===== config.mk =====
export PLATFORM = sky130hd
export DESIGN_NAME = mem_arbiter
export DESIGN_NICKNAME = d
export VERILOG_FILES = /design/src/rtl/mem_arb_pkg.sv /design/src/rtl/mem_arbiter_resp_fifo.sv /design/src/rtl/mem_arbiter.sv
export SDC_FILE = /design/constraint.sdc
export NUM_CORES = 1
export LEC_CHECK = 0
export ABC_AREA = 1
export CAP_MARGIN = 20
export CORE_AREA = 2 2 139 141
export DETAILED_ROUTE_END_ITERATION = 16
export DIE_AREA = 0 0 141 143
export PLACE_DENSITY_LB_ADDON = 0.12
export SLEW_MARGIN = 25
export SYNTH_ARGS = -nofsm -noshare
export SYNTH_HDL_FRONTEND = slang
export SYNTH_SLANG_ARGS = --single-unit
export TNS_END_PERCENT = 100

===== constraint.sdc =====
create_clock -name clk -period 7.5 [get_ports clk]
set_clock_uncertainty 0.05 [all_clocks]
set_input_delay 1.875 -clock clk [delete_from_list [all_inputs] [get_ports clk]]
set_output_delay 1.875 -clock clk [all_outputs]
set_load 0.03 [all_outputs]

===== src/rtl/mem_arb_pkg.sv =====
// Shared types and helpers for the memory-port arbiter.
package mem_arb_pkg;

    // Arbiter FSM: free arbitration or grant locked to one channel.
    typedef enum logic [0:0] {
        ARB  = 1'b0,
        HOLD = 1'b1
    } arb_state_e;

    // Width of a channel index; never less than one bit.
    function automatic int calc_ch_w(input int nch);
        return (nch > 1) ? $clog2(nch) : 1;
    endfunction

endpackage


===== src/rtl/mem_arbiter_resp_fifo.sv =====
// In-order FIFO of channel IDs for outstanding reads.
// A push while full is accepted only when a pop happens in the same cycle.
import mem_arb_pkg::*;

module resp_fifo #(
    parameter int DEPTH = 4,
    parameter int W     = 2
) (
    input  logic         clk,
    input  logic         resetb,
    input  logic         push,
    input  logic         pop,
    input  logic [W-1:0] din,
    output logic [W-1:0] dout,
    output logic         full,
    output logic         empty
);

    localparam int PTR_W = $clog2(DEPTH);
    localparam int CNT_W = PTR_W + 1;

    logic [W-1:0]     store_q [DEPTH];
    logic [W-1:0]     store_d [DEPTH];
    logic [PTR_W-1:0] wr_ptr_q, wr_ptr_d;
    logic [PTR_W-1:0] rd_ptr_q, rd_ptr_d;
    logic [CNT_W-1:0] count_q, count_d;
    logic             do_push_s;
    logic             do_pop_s;

    assign full  = (count_q == CNT_W'(DEPTH));
    assign empty = (count_q == {CNT_W{1'b0}});
    assign dout  = store_q[rd_ptr_q];

    // Qualify push/pop and compute next pointers, storage and occupancy.
    always_comb begin
        do_pop_s  = pop && !empty;
        do_push_s = push && (!full || do_pop_s);
        store_d   = store_q;
        store_d[wr_ptr_q] = do_push_s ? din : store_q[wr_ptr_q];
        wr_ptr_d  = do_push_s ? (wr_ptr_q + PTR_W'(1)) : wr_ptr_q;
        rd_ptr_d  = do_pop_s  ? (rd_ptr_q + PTR_W'(1)) : rd_ptr_q;
        case ({do_push_s, do_pop_s})
            2'b10:   count_d = count_q + CNT_W'(1);
            2'b01:   count_d = count_q - CNT_W'(1);
            default: count_d = count_q;
        endcase
    end

    // FIFO state registers, cleared to empty on reset.
    always_ff @(posedge clk or negedge resetb) begin
        if (!resetb) begin
            for (int i = 0; i < DEPTH; i++) begin
                store_q[i] <= {W{1'b0}};
            end
            wr_ptr_q <= {PTR_W{1'b0}};
            rd_ptr_q <= {PTR_W{1'b0}};
            count_q  <= {CNT_W{1'b0}};
        end else begin
            store_q  <= store_d;
            wr_ptr_q <= wr_ptr_d;
            rd_ptr_q <= rd_ptr_d;
            count_q  <= count_d;
        end
    end

endmodule


===== src/rtl/mem_arbiter.sv =====
// N-channel arbiter merging core-side masters onto one memory port.
// Reads are tracked in an ID FIFO so in-order responses are routed back.
// Build option: define ARB_ROUND_ROBIN_EN for round-robin arbitration;
// otherwise fixed priority (lowest index wins) with no pointer register.
import mem_arb_pkg::*;

module mem_arbiter #(
    parameter int NCH        = 3,
    parameter int ADDR_W     = 32,
    parameter int DATA_W     = 32,
    parameter int RESP_DEPTH = 4
) (
    input  logic                       clk,
    input  logic                       resetb,
    input  logic                       stall,
    input  logic [NCH-1:0]             ch_valid,
    output logic [NCH-1:0]             ch_ready,
    input  logic [NCH-1:0]             ch_we,
    input  logic [NCH*ADDR_W-1:0]      ch_addr,
    input  logic [NCH*DATA_W-1:0]      ch_wdata,
    input  logic [NCH*DATA_W/8-1:0]    ch_wstrb,
    output logic [NCH-1:0]             ch_rvalid,
    output logic [DATA_W-1:0]          ch_rdata,
    output logic                       mem_valid,
    input  logic                       mem_ready,
    output logic                       mem_we,
    output logic [ADDR_W-1:0]          mem_addr,
    output logic [DATA_W-1:0]          mem_wdata,
    output logic [DATA_W/8-1:0]        mem_wstrb,
    input  logic                       mem_rvalid,
    input  logic [DATA_W-1:0]          mem_rdata,
    output logic                       resp_err
);

    localparam int CH_W   = calc_ch_w(NCH);
    localparam int STRB_W = DATA_W / 8;

    arb_state_e        state_q, state_d;
    logic [CH_W-1:0]   lock_ch_q, lock_ch_d;
    logic              resp_err_q, resp_err_d;

    logic [NCH-1:0]    eligible_s;
    logic              sel_vld_s;
    logic [CH_W-1:0]   sel_s;
    logic              grant_vld_s;
    logic [CH_W-1:0]   grant_s;
    logic              accept_s;

    logic              fifo_push_s;
    logic              fifo_pop_s;
    logic              fifo_full_s;
    logic              fifo_empty_s;
    logic [CH_W-1:0]   fifo_dout_s;

    assign fifo_pop_s  = resetb && mem_rvalid && !fifo_empty_s;
    assign accept_s    = resetb && grant_vld_s && mem_ready;
    assign fifo_push_s = accept_s && !ch_we[grant_s];
    assign resp_err    = resp_err_q;

    // A read may only win if its ID fits in the FIFO this cycle; stall blocks all.
    always_comb begin
        eligible_s = {NCH{1'b0}};
        for (int i = 0; i < NCH; i++) begin
            eligible_s[i] = !stall && ch_valid[i] &&
                            (ch_we[i] || !fifo_full_s || fifo_pop_s);
        end
    end

`ifdef ARB_ROUND_ROBIN_EN
    logic [CH_W-1:0] rr_ptr_q, rr_ptr_d;

    // Channel index base+k, wrapped into 0..NCH-1.
    function automatic logic [CH_W-1:0] wrap_add(input logic [CH_W-1:0] base, input int k);
        int s;
        s = int'(base) + k;
        s = (s >= NCH) ? (s - NCH) : s;
        return CH_W'(s);
    endfunction

    // Round-robin search starting at the channel after the last accepted one.
    always_comb begin
        sel_vld_s = 1'b0;
        sel_s     = {CH_W{1'b0}};
        for (int k = 0; k < NCH; k++) begin
            sel_s     = (!sel_vld_s && eligible_s[wrap_add(rr_ptr_q, k)]) ?
                        wrap_add(rr_ptr_q, k) : sel_s;
            sel_vld_s = sel_vld_s | eligible_s[wrap_add(rr_ptr_q, k)];
        end
        rr_ptr_d = accept_s ? wrap_add(grant_s, 1) : rr_ptr_q;
    end

    // Search start pointer, moved only by an accepted request.
    always_ff @(posedge clk or negedge resetb) begin
        if (!resetb) begin
            rr_ptr_q <= {CH_W{1'b0}};
        end else begin
            rr_ptr_q <= rr_ptr_d;
        end
    end
`else
    // Fixed priority: scanning downward leaves the lowest eligible index.
    always_comb begin
        sel_vld_s = |eligible_s;
        sel_s     = {CH_W{1'b0}};
        for (int i = NCH - 1; i >= 0; i--) begin
            sel_s = eligible_s[i] ? CH_W'(i) : sel_s;
        end
    end
`endif

    // FSM next state: arbitrate freely, or hold the grant until accepted or dropped.
    always_comb begin
        state_d     = state_q;
        lock_ch_d   = lock_ch_q;
        grant_vld_s = 1'b0;
        grant_s     = {CH_W{1'b0}};
        case (state_q)
            ARB: begin
                grant_vld_s = sel_vld_s;
                grant_s     = sel_s;
                if (sel_vld_s && !mem_ready) begin
                    state_d   = HOLD;
                    lock_ch_d = sel_s;
                end else begin
                    state_d   = ARB;
                end
            end
            HOLD: begin
                grant_s     = lock_ch_q;
                grant_vld_s = ch_valid[lock_ch_q];
                if (!ch_valid[lock_ch_q] || mem_ready) begin
                    state_d = ARB;
                end else begin
                    state_d = HOLD;
                end
            end
            default: begin
                state_d = ARB;
            end
        endcase
    end

    // Sticky error when a response shows up with nothing outstanding.
    always_comb begin
        if (mem_rvalid && fifo_empty_s) begin
            resp_err_d = 1'b1;
        end else begin
            resp_err_d = resp_err_q;
        end
    end

    // Drive the memory port from the granted channel and route responses back.
    always_comb begin
        mem_valid = 1'b0;
        mem_we    = 1'b0;
        mem_addr  = {ADDR_W{1'b0}};
        mem_wdata = {DATA_W{1'b0}};
        mem_wstrb = {STRB_W{1'b0}};
        ch_ready  = {NCH{1'b0}};
        ch_rvalid = {NCH{1'b0}};
        ch_rdata  = {DATA_W{1'b0}};
        if (resetb && grant_vld_s) begin
            mem_valid         = 1'b1;
            mem_we            = ch_we[grant_s];
            mem_addr          = ch_addr[int'(grant_s)*ADDR_W +: ADDR_W];
            mem_wdata         = ch_wdata[int'(grant_s)*DATA_W +: DATA_W];
            mem_wstrb         = ch_wstrb[int'(grant_s)*STRB_W +: STRB_W];
            ch_ready[grant_s] = mem_ready;
        end else begin
            mem_valid = 1'b0;
        end
        if (fifo_pop_s) begin
            ch_rvalid[fifo_dout_s] = 1'b1;
        end else begin
            ch_rvalid = {NCH{1'b0}};
        end
        if (resetb) begin
            ch_rdata = mem_rdata;
        end else begin
            ch_rdata = {DATA_W{1'b0}};
        end
    end

    // FSM, lock channel and error flag registers.
    always_ff @(posedge clk or negedge resetb) begin
        if (!resetb) begin
            state_q    <= ARB;
            lock_ch_q  <= {CH_W{1'b0}};
            resp_err_q <= 1'b0;
        end else begin
            state_q    <= state_d;
            lock_ch_q  <= lock_ch_d;
            resp_err_q <= resp_err_d;
        end
    end

    resp_fifo #(
        .DEPTH (RESP_DEPTH),
        .W     (CH_W)
    ) u_resp_fifo (
        .clk    (clk),
        .resetb (resetb),
        .push   (fifo_push_s),
        .pop    (fifo_pop_s),
        .din    (grant_s),
        .dout   (fifo_dout_s),
        .full   (fifo_full_s),
        .empty  (fifo_empty_s)
    );

endmodule

==> run metrics, run 1 <==
routed wire length=17.5 mm; ant diodes=0; clk_lat worst skew=0.25 ns; most frequent cell after synthesis=nand2_1; Max Fanout on Critical Path=41; Post-Syn Nets=794; Mapped Area=2930 sq um; R2R Setup Slk=4.63 ns; Crit Path Class=in2out; first-pass GRT wire length=25.4 mm; f_max=152 MHz; multi-input logic area=2030 sq um; Combinational Power Share=76.6%; Max-Cap Viols=0; Crit. End Element=output pin; Nets=1129; Switching Fraction=51.5%; status=completed; Hold Path Origin=u_resp_fifo.store_q[7]; Post-synth EDFFs=0; Slew Limit Fails=0; Power Density=196 nW/um^2; share of post-route cells with drive strength above 1=6.51%; GPL Wtd Cong=0.757; Final Critical Period=6.56 ns; NetSw=0.684 mW; Min-Delay Endpoint=u_resp_fifo.store_q[7]; max_slew headroom=61.8%; CTS Buffer Depth=2; Die H=143 um; Critical Path Source Type=input pin; cell-internal power=0.644 mW; DR vias=4633; Reg clk slew, reported paths=0.06 ns; post-synthesis async set-or-reset flop share=100%; Setup TNS=0 ns; root buffer cell=clkbuf_16; die area=20200 sq um; Area Growth Syn to Fin=131%; #FFs+latches synth=19; Placement Rows=50; hold depth=2; Reg-to-Reg Start=u_resp_fifo.count_q[1]; WP data arrival=4.64 ns; CTS buffer count=3; final-report hold violation count=0; fill count=2006; Synth Warn #=0; vias per inst=4.18; CORE AREA=18600 sq um; area leader, netlist=nand2_1; M2 GR Usage=29.4%; largest net degree at the start of global routing=69; grt peak-use layer=met2; TritonCTS clock tree=done; RSZ-0062 raised after global routing=no; Reg area=475 sq um; Synth Flop Type=dfrtp_1; cells on worst reg2reg path=15; clock sink total=19; GRT overflow=0; synth top area cells=nand2_1, dfrtp_1, a31oi_1; register area share after synthesis=16.2%; crit path from=mem_rvalid; final setup vio count=0; Initial Utilization=15.8%; I/O pins=356; fin util=36.4%; share of the synthesized area in the top cell type=34.6%; GR Util met3=4.39%; met1 GRT Util=19.4%; DRC violations left=0; # H-tree levels=1; Total Routing Usage GR=16.1%; synth cell count leaders=nand2_1, a31oi_1, inv_1; vias in the first global route=4533; cts hold-fix bufs=0; FF-to-FF End=u_resp_fifo.count_q[2]; Netlist cell types=32; sequential fraction of design power=14.8%; clock group share of total power=8.6%; initial antenna violation count=0; # resized after CTS=0; Post-Syn Instances=541; Lkg Pwr=2.87 nW; final cell count without fillers=1109; I/O Buffers=355; fin crit share=87.5%; post-route ant nets=0; Iter 0 DRT Violations=198; dpl hpwl=14.2 mm; Worst-Margin Slew=0.573 ns; maximum vdd drop=0.0885 mV; placed insts=1105; worst min-delay path class=reg2reg; number of iterations in the first detailed-routing pass=5; Post-Syn Area per Cell=5.42 sq um; width of the die=141 um; wire per inst=15.8 um; Crit path required time=5.58 ns; post-CTS setup buffers=0
==> worst max-delay path, stage by stage <==
cell and delay (ns):
clkdlybuf4s50_1 0.49, nand2_2 0.09, nand4_1 0.10, nand2_1 0.11
inv_2 0.08, nand3_2 0.09, nand2_4 0.16, inv_2 0.08
nor2_4 0.30, buf_12 0.25, nand2_1 0.09, a31oi_1 0.19
clkdlybuf4s50_1 0.70
==> cells in the final DEF (no fill, tap or decap), types with 2 or more instances in the layout <==
cell / synthesis / final
buf_12: 0 / 9
xor2_1: 4 / 4
nor2_1: 17 / 17
nor3_1: 3 / 3
clkdlybuf4s50_1: 0 / 328
nor2_4: 3 / 3
o21ai_0: 9 / 9
nand4_1: 6 / 6
nand3_2: 2 / 3
buf_4: 3 / 25
a31oi_1: 68 / 68
ha_1: 5 / 5
nand2_4: 2 / 2
clkbuf_16: 0 / 3
nand2_1: 270 / 270
o21ai_2: 2 / 2
inv_2: 2 / 2
nand3_1: 15 / 14
dfrtp_1: 19 / 19
inv_1: 58 / 58
a21oi_1: 11 / 11
nand2_2: 3 / 3
==> state kept, by name, indices dropped and copies added, names as in the netlist <==
register	count
u_resp_fifo.count_q	3
lock_ch_q	2
u_resp_fifo.rd_ptr_q	2
state_q	1
u_resp_fifo.store_q	8
u_resp_fifo.wr_ptr_q	2
resp_err	1
==> layer usage <==
layer | part of all wire (%) | vias up
met5 | 0 | -
met4 | 1.1 | 0
met1 | 39 | 1994
met3 | 8.7 | 12
li1 | - | 2403
met2 | 51 | 224
==> how the worst max path moves through the flow <==
| stage | to | slack [ns] | depth (start not counted) |
|---|---|---|---|
| 2_1_floorplan | mem_wdata[14] | 1.99 | 12 |
| 3_3_place_gp | mem_addr[19] | 0.95 | 13 |
| 3_5_place_dp | mem_wstrb[3] | 0.90 | 13 |
| 4_1_cts | mem_wstrb[3] | 0.90 | 13 |
| 5_1_grt | mem_wdata[14] | 0.67 | 13 |
| 6_report | mem_addr[19] | 0.94 | 13 |
==> per-stage QoR <==
step | setup WS [ns] | total power [mW] | area [sq um] | hold slack, ns
floorplan | 1.99 | 0.795 | 2930 | 0.399
global route | 0.668 | 1.45 | 6770 | 0.449
global placement | 0.955 | 1.23 | 6690 | 0.419
CTS | 0.903 | 1.35 | 6770 | 0.435
detailed placement | 0.895 | 1.23 | 6690 | 0.410
finish | 0.938 | 1.33 | 6770 | 0.431
==> power by group through the flow <==
stage	sequential (mW)	combinational, mW	clock [mW]
2_1_floorplan	0.183	0.612	0
3_3_place_gp	0.199	1.03	0
3_5_place_dp	0.198	1.03	0
4_1_cts	0.196	1.03	0.120
5_1_grt	0.205	1.12	0.120
6_report	0.196	1.02	0.115
==> cell families (layout without fill, tap and decap cells) <==
logic type	after synthesis	in the layout	share of synthesized area, %
AOI/OAI and AO/OA	93	93	19.4
buffers and inverters	94	428	14.6
adders and majority gates	6	6	2.82
and+or+nand+nor	324	324	45.5
DFF	19	19	16.2
xor gates and xnor gates	5	5	1.49
==> cell type report <==
class | instances | share of cell area (%)
repair buffers | 363 | 54.0
multi-input cells | 428 | 30.0
flip-flops and latches | 19 | 7.02
inverters | 61 | 3.42
clock buffers | 3 | 1.11
well taps | 234 | 4.33
clock inverters | 1 | 0.0739
(Power assumes the default switching activity.)
==> run 2, diff against run 1 <==
CORE_AREA = 8 8 133 135   (was 2 2 139 141)
==> run 2 against run 1 <==
Net effect: sequential power is essentially flat; hold slack worse by 0.0046 ns; global-route usage up 2.0 points; utilization up 7.2 points; critical endpoint is now mem_addr[14]; power grew 0.75%; highest routed layer unchanged.
==> run metrics, run 2 (synthesis gave the netlist of run 1 again) <==
status=completed; Crit path required time=5.58 ns (about the same); Area Growth Syn to Fin=132%; number of iterations in the first detailed-routing pass=6 (+1); R2R Setup Slk=4.61 ns (-0.02 ns); CTS buffer count=3 (unchanged); post-CTS setup buffers=0 (unchanged); FF-to-FF End=u_resp_fifo.count_q[2]; Top Family by Delay on Critical Path=buffers and inverters; Worst-Margin Slew=0.651 ns (+0.0784 ns); Setup TNS=0 ns (unchanged); final setup vio count=0 (unchanged); vias per inst=4.30 (+2.8%); Most flops, register=u_resp_fifo.store_q; cells on worst reg2reg path=15 (unchanged); grt peak-use layer=met2; Top Registers=u_resp_fifo.store_q (8), u_resp_fifo.count_q (3); clock sink total=19 (unchanged); cell-internal power=0.652 mW (+1.2%); GRT overflow=0 (unchanged); Power Density=197 nW/um^2 (+0.27%); Crit Path Class=in2out; NetSw=0.686 mW (+0.34%); fin util=43.6% (+7.2 points); Max Fanout on Critical Path=57 (+39%); slowest CP cell=clkdlybuf4s50_1; I/O Buffers=355 (unchanged); cts hold-fix bufs=0 (unchanged); most frequent cells in the layout=clkdlybuf4s50_1, nand2_1, a31oi_1; Hold Path Origin=resp_err; Final Critical Period=6.68 ns (+0.116 ns); Reg-to-Reg Start=u_resp_fifo.count_q[1]; total power draw=1.34 mW (+0.75%); GPL Wtd Cong=0.903 (+19%); multi-input logic area=2030 sq um (unchanged); Critical Path Source Type=input pin; ant diodes=0 (unchanged); Crit. End Element=output pin; hold depth=1 (-1); TritonCTS clock tree=done; Combinational Power Share=76.8% (+0.2 points); Die H=143 um (unchanged); # resized after CTS=0 (unchanged); routed wire length=19.5 mm (+11%); width of the die=141 um (unchanged); met1 GRT Util=20.0% (+0.63 points); WP data arrival=4.75 ns (+0.11 ns); CP cell instances=clkdlybuf4s50_1, nand2_2, nand4_1, nand2_1, inv_2, nand3_2, nand2_4, inv_2, nor2_4, buf_12, nand2_1, a31oi_1, clkdlybuf4s50_1; first-pass GRT wire length=28.1 mm (+11%); fin crit share=89.0% (+1.5 points); CORE AREA=15600 sq um (-16%); Iter 0 DRT Violations=204 (+3.0%); DRC violations left=0 (unchanged); initial antenna violation count=0 (unchanged); worst min-delay path class=reg2reg; Nets=1129 (unchanged); Initial Utilization=18.8% (+3.0 points); post-route ant nets=0 (unchanged); Switching Fraction=51.3% (-0.21 points); f_max=150 MHz (-1.7%); clk_lat worst skew=0.26 ns (about the same); Buf/Inv on CP=5 (unchanged); clock group share of total power=8.6% (about the same); Reg area=475 sq um (unchanged); max reg flops=8 (unchanged); final cell count without fillers=1091 (-1.6%); Min-Delay Endpoint=resp_err; largest net degree at the start of global routing=58 (-16%); sequential fraction of design power=14.6% (-0.2 points); # H-tree levels=1 (unchanged); max_slew headroom=56.6% (-5.2 points); Slew Limit Fails=0 (unchanged); final-report hold violation count=0 (unchanged); die area=20200 sq um (unchanged); Max-Cap Viols=0 (unchanged); root buffer cell=clkbuf_16; CTS Buffer Depth=2 (unchanged); vias in the first global route=4622 (+2.0%); CP max stage delay=0.72 ns (+0.02 ns); fill count=1608 (-20%); DR vias=4687 (+1.2%); dpl hpwl=16.4 mm (+15%); Placement Rows=46 (-8.0%); RSZ-0062 raised after global routing=no; share of post-route cells with drive strength above 1=5.71% (-0.80 points); maximum vdd drop=0.0770 mV (-13%); placed insts=1087 (-1.6%); Reg clk slew, reported paths=0.06 ns (about the same); I/O pins=356 (unchanged); M2 GR Usage=33.1% (+3.7 points); commonest non-fill, non-tap cell in the layout=clkdlybuf4s50_1; GR Util met3=5.84% (+1.5 points); wire per inst=17.9 um (+13%); Lkg Pwr=2.87 nW (-0.13%); Total Routing Usage GR=18.0% (+2.0 points)
run 2: per-stage QoR:
step	worst slack [ns]	hold slack, ns	cell area [sq um]
3_5_place_dp	0.851	0.414	6720
6_report	0.822	0.426	6800
4_1_cts	0.828	0.432	6800
5_1_grt	0.619	0.448	6800
3_3_place_gp	0.896	0.416	6720
2_1_floorplan	1.99	0.399	2930
run 2: worst max-delay path by stage:
stage / end / cells after the start / slack, ns / from
after CTS: mem_addr[22] / 13 / 0.83 / mem_rvalid
final: mem_addr[14] / 13 / 0.82 / mem_rvalid
after global placement: mem_addr[3] / 12 / 0.90 / mem_rvalid
after floorplan: mem_wdata[14] / 12 / 1.99 / resetb
after detailed placement: mem_addr[9] / 13 / 0.85 / mem_rvalid
after global routing: mem_addr[22] / 13 / 0.62 / mem_rvalid
run 2: layout make-up:
type / instances / area share, %
Sequential cell: 19 / 6.99
Multi-Input combinational cell: 428 / 29.9
Clock inverter: 1 / 0.0736
Clock buffer: 3 / 1.10
Inverter: 61 / 3.40
Tap cell: 216 / 3.97
Timing Repair Buffer: 363 / 54.6
run 2: routing by layer:
metal  wire (um)  part of all wire [%]
met5           0                     0
met3        1660                   8.5
met2       10200                    52
met1        7440                    38
met4         263                   1.3
run 2: power by group through the flow:
stage,clock [mW],combinational (mW),sequential (mW)
after floorplan,0,0.612,0.183
after global placement,0,1.04,0.199
after detailed placement,0,1.04,0.197
after CTS,0.117,1.04,0.196
after global routing,0.121,1.12,0.205
final,0.114,1.03,0.196
==> run 3, diff against run 2 <==
ABC_AREA = not set   (was 1)
CORE_AREA = 8 8 130 132   (was 8 8 133 135)
DIE_AREA = 0 0 138 140   (was 0 0 141 143)
==> run 3 against run 2 <==
Net effect: synthesized cell count fell by 26%; die area fell by 4.2%; fmax down 4.0%; non-clock buffer count stayed put; combinational power down 11%; critical path type unchanged; via count shrank 2.5%; utilization increased by 4.0 points.
==> run metrics, run 3 <==
initial antenna violation count=2 (+2); number of iterations in the first detailed-routing pass=4 (-2); Post-Syn Area per Cell=7.89 sq um (+46%); Area Growth Syn to Fin=123%; Compound-Gate Fraction of Synth Area=24.6% (+5.2 points); cts hold-fix bufs=0 (unchanged); f_max=144 MHz (-4.0%); #FFs+latches synth=19 (unchanged); I/O pins=356 (unchanged); vias in the first global route=4823 (+4.3%); Top Registers=u_resp_fifo.store_q (8), u_resp_fifo.count_q (3); status=completed; most frequent cells in the layout=clkdlybuf4s50_1, nor2_1, a22oi_1, mux2_2, and2_1; vias per inst=4.95 (+15%); routed wire length=20.2 mm (+3.3%); post-synthesis simple-gate area fraction=21.4% (-24 points); Synth Flop Type=dfrtp_1; met1 WL=7.45 mm (+0.15%); DRC violations left=0 (unchanged); fin crit share=92.7% (+3.7 points); met2 routed WL=10.4 mm (+1.8%); fill count=1426 (-11%); final-report hold violation count=0 (unchanged); post-CTS setup buffers=0 (unchanged); wire per inst=21.9 um (+22%); Total Routing Usage GR=19.4% (+1.4 points); Worst-Margin Slew=0.581 ns (-0.0702 ns); Crit. End Element=output pin; synth cell count leaders=nor2_1, a22oi_1, mux2_2; WP data arrival=5.03 ns (+0.28 ns); largest net degree at the start of global routing=52 (-10%); Slew Limit Fails=0 (unchanged); # resized after CTS=0 (unchanged); TritonCTS clock tree=done; worst hold slack=0.405 ns (-0.0207 ns); Post-Syn Instances=402 (-26%); Max Fanout on Critical Path=24 (-58%); Netlist cell types=49 (+53%); Nets=988 (-12%); area leader, netlist=mux2_2; RSZ-0062 raised after global routing=no; DR vias=4568 (-2.5%); commonest non-fill, non-tap cell in the layout=clkdlybuf4s50_1; root buffer cell=clkbuf_16; CTS Buffer Depth=2 (unchanged); max_slew headroom=61.3% (+4.7 points); Iter 0 DRT Violations=317 (+55%); most frequent cell after synthesis=nor2_1; Crit path required time=5.58 ns (about the same); register area share after synthesis=15.0% (-1.2 points); Most flops, register=u_resp_fifo.store_q; Reg clk slew, reported paths=0.05 ns (about the same); CTS buffer count=3 (unchanged); clk_lat worst skew=0.25 ns (about the same); CORE AREA=14900 sq um (-4.7%); width of the die=138 um (-2.1%); post-route ant nets=0 (unchanged); Met3 Routed Length=1.99 mm (+20%); clock sink total=19 (unchanged); Max Used Layer=met5; # H-tree levels=1 (unchanged); Critical Path Source Type=input pin; Placement Rows=45 (-2.2%); first-pass GRT wire length=29.9 mm (+6.5%); worst min-delay path class=reg2reg; Post-synth EDFFs=0 (unchanged); Die H=140 um (-2.1%); Initial Utilization=21.3% (+2.5 points); Synth Area in Adders=2.60% (-0.21 points); dpl hpwl=17.1 mm (+4.1%); final setup vio count=0 (unchanged); Lkg Pwr=2.70 nW (-6.0%); Setup TNS=0 ns (unchanged); share of the synthesized area in the top cell type=24.5% (-10 points); Synth Warn #=0 (unchanged); main combinational cell family by area after synthesis=multiplexers; die area=19300 sq um (-4.2%); Max-Cap Viols=0 (unchanged); Power Density=174 nW/um^2 (-12%); Mapped Area=3170 sq um (+8.2%); total power draw=1.23 mW (-8.3%); synth top area cells=mux2_2, a22oi_1, dfrtp_1; I/O Buffers=355 (unchanged); Crit Path Class=in2out; max reg flops=8 (unchanged); post-synthesis async set-or-reset flop share=100% (unchanged); share of post-route cells with drive strength above 1=14.0% (+8.3 points); GRT overflow=0 (unchanged); maximum vdd drop=0.0858 mV (+11%); Post-Syn Nets=655 (-18%); mux cell area share after synthesis=28.3% (+28 points); Final Critical Period=6.95 ns (+0.277 ns); GPL Wtd Cong=0.942 (+4.4%); Post-Synth XOR/XNOR Area=1.66% (+0.16 points)
[run 3: cell types whose count changed in the layout (fill, tap and decap cells not counted), sizes merged, moves of 12 or more]
cell           delta
inv              -50
mux2             +70
nand2           -264
clkdlybuf4s50    +12
buf              -12
and2             +32
nand3            -14
a22oi            +69
nor2             +66
a31oi            -57
[run 3: final timing paths]
kind	from	to	slack (ns)	cells after the start
setup / recovery	ch_valid[1]	mem_wdata[11]	0.55	9
hold / removal	resp_err	resp_err	0.41	1
setup reg to reg	u_resp_fifo.count_q[1]	u_resp_fifo.count_q[2]	4.07	13
hold reg to reg	resp_err	resp_err	0.41	1
max in group asynchronous	resetb	resp_err	5.33	2
min in group asynchronous	resetb	u_resp_fifo.store_q[4]	1.74	2
[run 3: critical path: stages]
cell and delay [ns]:
clkdlybuf4s50_1 0.56, a22oi_1 0.37, o2111ai_1 0.28, nand3_4 0.41, buf_4 0.31, mux2_2 0.36, a22oi_1 0.15, nor2_1 0.07
clkdlybuf4s50_1 0.63
[run 3: per-stage QoR]
step | worst slack [ns] | cells | instance area, sq um | utilization [%]
floorplan | 1.67 | 402 | 3170 | -
global placement | 0.578 | 918 | 6990 | 47.0
detailed placement | 0.558 | 918 | 6990 | 47.0
CTS | 0.539 | 922 | 7070 | 47.6
global route | 0.420 | 922 | 7070 | 47.6
finish | 0.546 | 923 | 7070 | 47.6
[run 3: final cells by class]
type | instances | area, sq um | share of cell area, %
Timing Repair Buffer | 363 | 3720 | 52.5
Multi-Input combinational cell | 337 | 2520 | 35.7
Sequential cell | 19 | 475 | 6.72
Tap cell | 188 | 235 | 3.33
Clock buffer | 3 | 75.1 | 1.06
Inverter | 11 | 41.3 | 0.584
Clock inverter | 1 | 5.00 | 0.0708
Antenna cell | 1 | 2.50 | 0.0354
[run 3: logic make-up (layout without fill, tap and decap cells)]
family,Yosys count,count (layout)
and+or+nand+nor,146,146
AOI/OAI and AO/OA,103,103
muxes,76,76
buffers and inverters,46,378
DFF,19,19
adders and majority gates,6,6
xor gates and xnor gates,6,6
other,0,1
[run 3: report_power, final]
part / internal, mW / switching, mW
logic: 0.458 / 0.460
registers: 0.145 / 0.0523
clock network: 0.0716 / 0.0400
total: 0.674 / 0.553
[run 3: per-layer routing]
| metal | GRT usage (%) | vias up |
|---|---|---|
| li1 | - | 2143 |
| met1 | 20.5 | 2147 |
| met2 | 36.0 | 259 |
| met3 | 6.80 | 17 |
| met4 | 4.41 | 2 |
| met5 | 0 | - |
